## config.mk

```make
export PLATFORM = sky130hd
export DESIGN_NAME = cache_miss_ctrl_flat
export DESIGN_NICKNAME = d
export VERILOG_FILES = /design/src/rtl/cache_miss_ctrl_pkg.sv /design/src/rtl/cache_miss_ctrl_if.sv /design/src/rtl/cache_miss_ctrl_sat_counter.sv /design/src/rtl/cache_miss_ctrl.sv /design/src/flat_wrapper.sv
export SDC_FILE = /design/constraint.sdc
export NUM_CORES = 1
export LEC_CHECK = 0
export BUFFER_PORTS_ARGS = -buffer_cell sky130_fd_sc_hd__buf_2
export CORE_AREA = 2 2 510 512
export DETAILED_ROUTE_END_ITERATION = 8
export DIE_AREA = 0 0 512 514
export HOLD_SLACK_MARGIN = 0.02
export PLACE_DENSITY = 0.36
export SYNTH_ARGS = -nofsm -noshare
export SYNTH_HDL_FRONTEND = slang
export SYNTH_SLANG_ARGS = --single-unit
export TNS_END_PERCENT = 100
```

## constraint.sdc

```tcl
create_clock -name clk -period 44.1 [get_ports clk]
set_clock_uncertainty 0.2 [all_clocks]
set_input_delay 13.23 -clock clk [delete_from_list [all_inputs] [get_ports clk]]
set_output_delay 13.23 -clock clk [all_outputs]
set_load 0.03 [all_outputs]
```

## src/rtl/cache_miss_ctrl_pkg.sv

```systemverilog
// Shared definitions for the cache miss controller: default geometry,
// FSM state encoding and the latched CPU request record.
package cache_miss_ctrl_pkg;

  localparam int OFFSET_W_DEF = 3;
  localparam int INDEX_W_DEF  = 6;
  localparam int TAG_W_DEF    = 30 - OFFSET_W_DEF - INDEX_W_DEF;
  localparam int BLK_W_DEF    = 32 * (2 ** OFFSET_W_DEF);

  localparam int STATE_W = 3;

  localparam logic [STATE_W-1:0] ST_IDLE   = 3'd0;
  localparam logic [STATE_W-1:0] ST_LOOKUP = 3'd1;
  localparam logic [STATE_W-1:0] ST_RESP   = 3'd2;
  localparam logic [STATE_W-1:0] ST_WB     = 3'd3;
  localparam logic [STATE_W-1:0] ST_FILL   = 3'd4;
  localparam logic [STATE_W-1:0] ST_REFILL = 3'd5;

  // CPU request as captured on accept; held for the whole transaction.
  typedef struct packed {
    logic        we;
    logic [3:0]  byte_w_en;
    logic [31:0] addr;
    logic [31:0] wdata;
  } cpu_req_t;

endpackage

```

## src/rtl/cache_miss_ctrl_if.sv

```systemverilog
// CPU-side and memory-side handshake bundles of the cache miss controller.
// master = initiator of the request, slave = responder.
interface cache_cpu_if;
  logic        req;
  logic        we;
  logic [31:0] addr;
  logic [3:0]  byte_w_en;
  logic [31:0] wdata;
  logic        ready;
  logic [31:0] rdata;

  modport master (output req, we, addr, byte_w_en, wdata, input ready, rdata);
  modport slave  (input req, we, addr, byte_w_en, wdata, output ready, rdata);
endinterface

interface cache_mem_if
  import cache_miss_ctrl_pkg::*;
#(
  parameter int BLK_W = BLK_W_DEF
);
  logic             req;
  logic             we;
  logic [31:0]      addr;
  logic [BLK_W-1:0] wdata;
  logic             ready;
  logic [BLK_W-1:0] rdata;

  modport master (output req, we, addr, wdata, input ready, rdata);
  modport slave  (input req, we, addr, wdata, output ready, rdata);
endinterface

```

## src/rtl/cache_miss_ctrl_sat_counter.sv

```systemverilog
// Saturating up-counter: stops at all-ones instead of wrapping.
module sat_counter #(
  parameter int WIDTH = 32
) (
  input  logic             clk,
  input  logic             rst,
  input  logic             i_inc,
  output logic [WIDTH-1:0] o_count
);

  logic [WIDTH-1:0] r_count;

  // Count increment requests until the counter is full.
  always_ff @(posedge clk or posedge rst) begin
    if (rst) begin
      r_count <= '0;
    end else if (i_inc && (r_count != {WIDTH{1'b1}})) begin
      r_count <= r_count + WIDTH'(1);
    end
  end

  assign o_count = r_count;

endmodule

```

## src/rtl/cache_miss_ctrl.sv

```systemverilog
// Miss controller for a 2-way write-back cache: looks up the array, writes
// back a dirty victim, fetches the missing block, refills and retries.
module cache_miss_ctrl
  import cache_miss_ctrl_pkg::*;
#(
  parameter int  OFFSET_WIDTH = OFFSET_W_DEF,
  parameter int  INDEX_WIDTH  = INDEX_W_DEF,
  parameter int  TAG_WIDTH    = 30 - OFFSET_WIDTH - INDEX_WIDTH,
  localparam int BLK_W        = 32 * (2 ** OFFSET_WIDTH)
) (
  input  logic                    clk,
  input  logic                    rst,
  cache_cpu_if.slave              cpu,
  cache_mem_if.master             mem,
  output logic                    o_c_enable,
  output logic                    o_c_cmp,
  output logic                    o_c_write,
  output logic                    o_c_valid_in,
  output logic [3:0]              o_c_byte_w_en,
  output logic [TAG_WIDTH-1:0]    o_c_tag,
  output logic [INDEX_WIDTH-1:0]  o_c_index,
  output logic [OFFSET_WIDTH-1:0] o_c_word_sel,
  output logic [31:0]             o_c_data_in,
  output logic [BLK_W-1:0]        o_c_block_in,
  input  logic                    i_c_hit,
  input  logic                    i_c_dirty,
  input  logic [TAG_WIDTH-1:0]    i_c_tag_out,
  input  logic [31:0]             i_c_data_out,
  input  logic [BLK_W-1:0]        i_c_data_wb,
  output logic [31:0]             o_miss_cnt
);

  logic [STATE_W-1:0]     r_state;
  logic [STATE_W-1:0]     w_state_next;
  cpu_req_t               r_req;
  logic [31:0]            r_rdata;
  logic                   r_wb_first;
  logic [TAG_WIDTH-1:0]   r_wb_tag;
  logic [BLK_W-1:0]       r_wb_buf;
  logic [BLK_W-1:0]       r_fill_buf;

  logic [TAG_WIDTH-1:0]   w_tag;
  logic [INDEX_WIDTH-1:0] w_index;
  logic [TAG_WIDTH-1:0]   w_wb_tag;
  logic [BLK_W-1:0]       w_wb_data;
  logic                   w_miss_inc;

  assign w_tag   = r_req.addr[31 -: TAG_WIDTH];
  assign w_index = r_req.addr[OFFSET_WIDTH+2 +: INDEX_WIDTH];

  // The victim is only registered at the end of the first WB cycle, so that
  // cycle forwards the array outputs straight to memory.
  assign w_wb_tag  = r_wb_first ? i_c_tag_out : r_wb_tag;
  assign w_wb_data = r_wb_first ? i_c_data_wb : r_wb_buf;

  assign w_miss_inc = (r_state == ST_LOOKUP) && !i_c_hit;

  // Next-state decode; mem.ready only matters while waiting in WB or FILL.
  always_comb begin
    w_state_next = r_state;
    case (r_state)
      ST_IDLE:   if (cpu.req) w_state_next = ST_LOOKUP;
      ST_LOOKUP: begin
        if (i_c_hit)        w_state_next = ST_RESP;
        else if (i_c_dirty) w_state_next = ST_WB;
        else                w_state_next = ST_FILL;
      end
      ST_RESP:   w_state_next = ST_IDLE;
      ST_WB:     if (mem.ready) w_state_next = ST_FILL;
      ST_FILL:   if (mem.ready) w_state_next = ST_REFILL;
      ST_REFILL: w_state_next = ST_LOOKUP;
      default:   w_state_next = ST_IDLE;
    endcase
  end

  // State register.
  always_ff @(posedge clk or posedge rst) begin
    if (rst) r_state <= ST_IDLE;
    else     r_state <= w_state_next;
  end

  // Capture the request on accept; later cpu.* changes are ignored.
  always_ff @(posedge clk or posedge rst) begin
    if (rst) begin
      r_req <= '0;
    end else if ((r_state == ST_IDLE) && cpu.req) begin
      r_req <= '{we: cpu.we, byte_w_en: cpu.byte_w_en, addr: cpu.addr, wdata: cpu.wdata};
    end
  end

  // Load data is taken from the array on the hitting lookup.
  always_ff @(posedge clk or posedge rst) begin
    if (rst)                                   r_rdata <= '0;
    else if ((r_state == ST_LOOKUP) && i_c_hit) r_rdata <= i_c_data_out;
  end

  // Victim write-back buffer, loaded in the first WB cycle.
  always_ff @(posedge clk or posedge rst) begin
    if (rst) begin
      r_wb_first <= 1'b0;
      r_wb_tag   <= '0;
      r_wb_buf   <= '0;
    end else begin
      r_wb_first <= (r_state == ST_LOOKUP) && !i_c_hit && i_c_dirty;
      if (r_wb_first) begin
        r_wb_tag <= i_c_tag_out;
        r_wb_buf <= i_c_data_wb;
      end
    end
  end

  // Fill buffer holds the fetched block for the refill write.
  always_ff @(posedge clk or posedge rst) begin
    if (rst)                                     r_fill_buf <= '0;
    else if ((r_state == ST_FILL) && mem.ready)  r_fill_buf <= mem.rdata;
  end

  // Strobes and bus fields decoded from the current state.
  always_comb begin
    o_c_enable   = 1'b0;
    o_c_cmp      = 1'b0;
    o_c_write    = 1'b0;
    o_c_valid_in = 1'b0;
    cpu.ready    = 1'b0;
    mem.req      = 1'b0;
    mem.we       = 1'b0;
    mem.addr     = '0;
    mem.wdata    = '0;
    case (r_state)
      ST_LOOKUP: begin
        o_c_enable = 1'b1;
        o_c_cmp    = 1'b1;
        o_c_write  = r_req.we;
      end
      ST_RESP: cpu.ready = 1'b1;
      ST_WB: begin
        o_c_enable = 1'b1;
        mem.req    = 1'b1;
        mem.we     = 1'b1;
        mem.addr   = {w_wb_tag, w_index, {(OFFSET_WIDTH+2){1'b0}}};
        mem.wdata  = w_wb_data;
      end
      ST_FILL: begin
        mem.req  = 1'b1;
        mem.addr = {w_tag, w_index, {(OFFSET_WIDTH+2){1'b0}}};
      end
      ST_REFILL: begin
        o_c_enable   = 1'b1;
        o_c_write    = 1'b1;
        o_c_valid_in = 1'b1;
      end
      default: ;
    endcase
  end

  assign o_c_byte_w_en = r_req.byte_w_en;
  assign o_c_tag       = w_tag;
  assign o_c_index     = w_index;
  assign o_c_word_sel  = r_req.addr[2 +: OFFSET_WIDTH];
  assign o_c_data_in   = r_req.wdata;
  assign o_c_block_in  = r_fill_buf;
  assign cpu.rdata     = r_rdata;

  sat_counter #(.WIDTH(32)) u_miss_cnt (
    .clk     (clk),
    .rst     (rst),
    .i_inc   (w_miss_inc),
    .o_count (o_miss_cnt)
  );

endmodule
```

## src/flat_wrapper.sv

```systemverilog
// flat-port wrapper written by rule: the top's interface ports become plain ports
module cache_miss_ctrl_flat import cache_miss_ctrl_pkg::*;
#(
  parameter int  OFFSET_WIDTH = OFFSET_W_DEF,
  parameter int  INDEX_WIDTH  = INDEX_W_DEF,
  parameter int  TAG_WIDTH    = 30 - OFFSET_WIDTH - INDEX_WIDTH,
  localparam int BLK_W        = 32 * (2 ** OFFSET_WIDTH)
)
  (clk, rst, o_c_enable, o_c_cmp, o_c_write, o_c_valid_in, o_c_byte_w_en, o_c_tag, o_c_index, o_c_word_sel, o_c_data_in, o_c_block_in, i_c_hit, i_c_dirty, i_c_tag_out, i_c_data_out, i_c_data_wb, o_miss_cnt, cpu_req, cpu_we, cpu_addr, cpu_byte_w_en, cpu_wdata, cpu_ready, cpu_rdata, mem_req, mem_we, mem_addr, mem_wdata, mem_ready, mem_rdata);
  cache_cpu_if cpu_i ();
  cache_mem_if mem_i ();
  input  logic clk;
  input  logic rst;
  output logic o_c_enable;
  output logic o_c_cmp;
  output logic o_c_write;
  output logic o_c_valid_in;
  output logic [3:0] o_c_byte_w_en;
  output logic [TAG_WIDTH-1:0] o_c_tag;
  output logic [INDEX_WIDTH-1:0] o_c_index;
  output logic [OFFSET_WIDTH-1:0] o_c_word_sel;
  output logic [31:0] o_c_data_in;
  output logic [BLK_W-1:0] o_c_block_in;
  input  logic i_c_hit;
  input  logic i_c_dirty;
  input  logic [TAG_WIDTH-1:0] i_c_tag_out;
  input  logic [31:0] i_c_data_out;
  input  logic [BLK_W-1:0] i_c_data_wb;
  output logic [31:0] o_miss_cnt;
  input wire logic [$bits(cpu_i.req)-1:0] cpu_req;
  input wire logic [$bits(cpu_i.we)-1:0] cpu_we;
  input wire logic [$bits(cpu_i.addr)-1:0] cpu_addr;
  input wire logic [$bits(cpu_i.byte_w_en)-1:0] cpu_byte_w_en;
  input wire logic [$bits(cpu_i.wdata)-1:0] cpu_wdata;
  output wire logic [$bits(cpu_i.ready)-1:0] cpu_ready;
  output wire logic [$bits(cpu_i.rdata)-1:0] cpu_rdata;
  output wire logic [$bits(mem_i.req)-1:0] mem_req;
  output wire logic [$bits(mem_i.we)-1:0] mem_we;
  output wire logic [$bits(mem_i.addr)-1:0] mem_addr;
  output wire logic [$bits(mem_i.wdata)-1:0] mem_wdata;
  input wire logic [$bits(mem_i.ready)-1:0] mem_ready;
  input wire logic [$bits(mem_i.rdata)-1:0] mem_rdata;
  assign cpu_i.req = cpu_req;
  assign cpu_i.we = cpu_we;
  assign cpu_i.addr = cpu_addr;
  assign cpu_i.byte_w_en = cpu_byte_w_en;
  assign cpu_i.wdata = cpu_wdata;
  assign cpu_ready = cpu_i.ready;
  assign cpu_rdata = cpu_i.rdata;
  assign mem_req = mem_i.req;
  assign mem_we = mem_i.we;
  assign mem_addr = mem_i.addr;
  assign mem_wdata = mem_i.wdata;
  assign mem_i.ready = mem_ready;
  assign mem_i.rdata = mem_rdata;
  cache_miss_ctrl #(.OFFSET_WIDTH(OFFSET_WIDTH), .INDEX_WIDTH(INDEX_WIDTH), .TAG_WIDTH(TAG_WIDTH)) u_core (.clk(clk), .rst(rst), .cpu(cpu_i), .mem(mem_i), .o_c_enable(o_c_enable), .o_c_cmp(o_c_cmp), .o_c_write(o_c_write), .o_c_valid_in(o_c_valid_in), .o_c_byte_w_en(o_c_byte_w_en), .o_c_tag(o_c_tag), .o_c_index(o_c_index), .o_c_word_sel(o_c_word_sel), .o_c_data_in(o_c_data_in), .o_c_block_in(o_c_block_in), .i_c_hit(i_c_hit), .i_c_dirty(i_c_dirty), .i_c_tag_out(i_c_tag_out), .i_c_data_out(i_c_data_out), .i_c_data_wb(i_c_data_wb), .o_miss_cnt(o_miss_cnt));
endmodule
```

==> results_dict.tcl <==
set metrics [dict create \
    outcome "completed" \
    hold_start "u_core.r_wb_buf[124]" \
    grt_pass1_wl_um 199800 \
    fin_util_pct 15.79 \
    postCtsHoldBufs 0 \
    htreeDepth 3 \
    core_um2 258100 \
    reg2reg_to "u_core.o_c_block_in[179]" \
    cts_resized 0 \
    grt_pass1_vias 21812 \
    fin_crit_ns 27.54 \
    chipHeight_um 514 \
    endpoint_kind "output port" \
    synth-warning-count 0 \
    clk_latency_ns 0.72 \
    grt_start_max_net_pins 131 \
    post-cts-setup-buffer-count 0 \
    cts_buffers 89 \
    clk_pin_slew_ns 0.05 \
    gp_congestion 0.8597 \
    fin_nets 3800 \
    final.setup.tns_ns 0 \
    yosysMostFrequentCell "dfrtp_1" \
    ys_ff_latch 668 \
    slew_viol_final 0 \
    rrSetupSlack_ns 39.44 \
    finalPower_mw 3.132 \
    reg2reg_depth 7 \
    grt_overflow 0 \
    antenna_found_initial 136 \
    grt_usage_pct 11.09 \
    timing.final.ws_setup_ns 16.56 \
    drt_iter0_markers 752 \
    synthTopCellsByArea "dfrtp_1, mux2_2, and2_1, buf_4, clkbuf_1" \
    wire_per_inst_um 22.64 \
    drcViolationCount 0 \
    setup-violations-final 0 \
    holdPathStages 1 \
    cts.sinks 668 \
    vias_per_cell 3.100 \
    fin_cells 6673 \
    route.antenna.remaining_nets 0 \
    ioPinCount 1321 \
    syn_area_per_cell_um2 14.48 \
    maxSlewHeadroom_pct 35.13 \
    die_area_um2 263200 \
    max_freq_ghz 0.03631 \
    ir_drop_mv 0.03994 \
    hold_viol_final 0 \
    tritoncts "built" \
    hpwl_um 122800 \
    post-place-cells 6470 \
    worstMarginPinSlew_ns 0.9731 \
    core.rowCount 187 \
    wirelength_um 151100 \
    fin_crit_sh_pct 62.44 \
    root_buffer "clkbuf_16" \
    synth_cell_types 42 \
    yosys.area.top_type "dfrtp_1" \
    power.leakage_nw 19.03 \
    synth_top_area_share_pct 60.68 \
    holdPathEnd "u_core.r_wb_buf[124]" \
    synth.cells.most_frequent "dfrtp_1, mux2_2, and2_1, buf_4, clkbuf_1" \
    cts_buffer_depth 3 \
    hold_path.class "reg2reg" \
    netlist_area_um2 27550 \
    r2r_start "u_core.r_state[2]" \
    vias 20688 \
    synth_ff_type "dfrtp_1" \
    ys_seq_area_share_pct 60.68 \
    cap_violations 0 \
    start_kind "primary input" \
    dp_slack_ns 16.52 \
    async_flop_share_pct 100.0 \
    die_w_um 512 \
    synth_edf_count 0 \
    worstSetupPathType "in2out" \
    grt_setup_unrepaired "no" \
    cp_data_required_time_ns 30.67 \
    drive_gt1_share_pct 65.69 \
    worst_ep_arrival_time_ns 14.11 \
    start_util_pct 10.67 \
    area_growth_syn_to_layout_pct 47.92 \
    first_pass_iters 4 \
    cp_max_fo 2 \
    port_buffers 1313 \
    power_density_nw_per_um2 76.86 \
    postSynthCellCount 1902 \
]
-- cell usage in the layout, fill, tap and decap left out, drive strengths merged, types with 2 or more instances in the layout --
cell type / count
nor4b: 2
and4: 2
dfrtp: 668
clkinv: 13
or4: 2
nand3: 14
nor3: 8
o21ai: 3
conb: 5
clkbuf: 137
diode: 47
and2: 258
mux2: 634
bufinv: 3
inv: 10
a21oi: 4
nor4: 3
nand4: 12
a22o: 21
nand2: 13
xnor2: 20
and3: 8
nor2b: 7
xor2: 10
buf: 1338
nor2: 16
-- flip-flops by register name, summed over array words and instances (netlist names) --
signal,count
u_core.r_wb_first,1
u_core.o_c_data_in,32
u_core.r_state,3
u_core.u_miss_cnt.o_count,32
u_core.r_wb_buf,256
u_core.o_c_word_sel,3
u_core.r_wb_tag,21
u_core.o_c_tag,21
u_core.o_c_index,6
u_core.cpu.rdata,32
u_core.r_req,1
u_core.o_c_block_in,256
u_core.o_c_byte_w_en,4
-- power breakdown --
part           switching, mW  total [mW]  internal [mW]
Combinational          0.885        1.34          0.455
Clock                  0.313       0.751          0.438
Sequential             0.134        1.04          0.908
-- logic make-up (layout without fill, tap and decap cells) --
kind of cell,Yosys count,in the layout,share of synthesized area [%]
flip-flops,668,668,60.68
AO/OA/AOI/OAI,34,34,0.9629
XOR/XNOR,30,30,0.9538
adder cells (fa/ha/maj),1,1,0.04541
other,1,52,0.01361
multiplexers,635,635,25.95
buffers and inverters,184,1502,3.702
AND/OR/NAND/NOR,349,349,7.690
-- final cells by class --
type	instances	area [µm²]
timing repair buffer	1338	6784
multi-input combinational	1054	9846
sequential	668	16720
antenna	47	117.6
clock inverter	19	289.0
inverter	8	45.04
clock buffer	137	2690
fill	28977	217300
tap	3402	4257
-- per-stage QoR --
step / instance area, µm² / hold slack [ns]
after floorplan: 27560 / 0.2666
after global placement: 37650 / 0.2739
after detailed placement: 37650 / 0.2796
after CTS: 40630 / 0.2927
after global routing: 40650 / 0.2997
final: 40750 / 0.2879
-- worst max-delay path, cell delays in order --
cell and delay, ns:
buf_2 0.10, mux2_2 0.26, and2_1 0.27, buf_2 0.23
-- per-layer routing --
| layer | up-vias | GRT usage (%) | share of wire, % |
|---|---|---|---|
| met5 | - | 0 | 0.31 |
| met4 | 74 | 3.620 | 3.1 |
| met3 | 288 | 5.646 | 11 |
| met2 | 1080 | 20.18 | 51 |
| met1 | 10215 | 10.75 | 34 |
| li1 | 9031 | - | - |
-- worst max-delay path by stage --
stage	depth (start not counted)	endpoint	from
6_report	4	mem_wdata[102]	i_c_data_wb[102]
5_1_grt	4	mem_wdata[102]	i_c_data_wb[102]
3_5_place_dp	4	mem_wdata[102]	i_c_data_wb[102]
2_1_floorplan	1	u_core.cpu.rdata[0]	rst
3_3_place_gp	4	mem_wdata[102]	i_c_data_wb[102]
4_1_cts	4	mem_wdata[102]	i_c_data_wb[102]
Note: power is estimated with default switching activity, not from simulation.
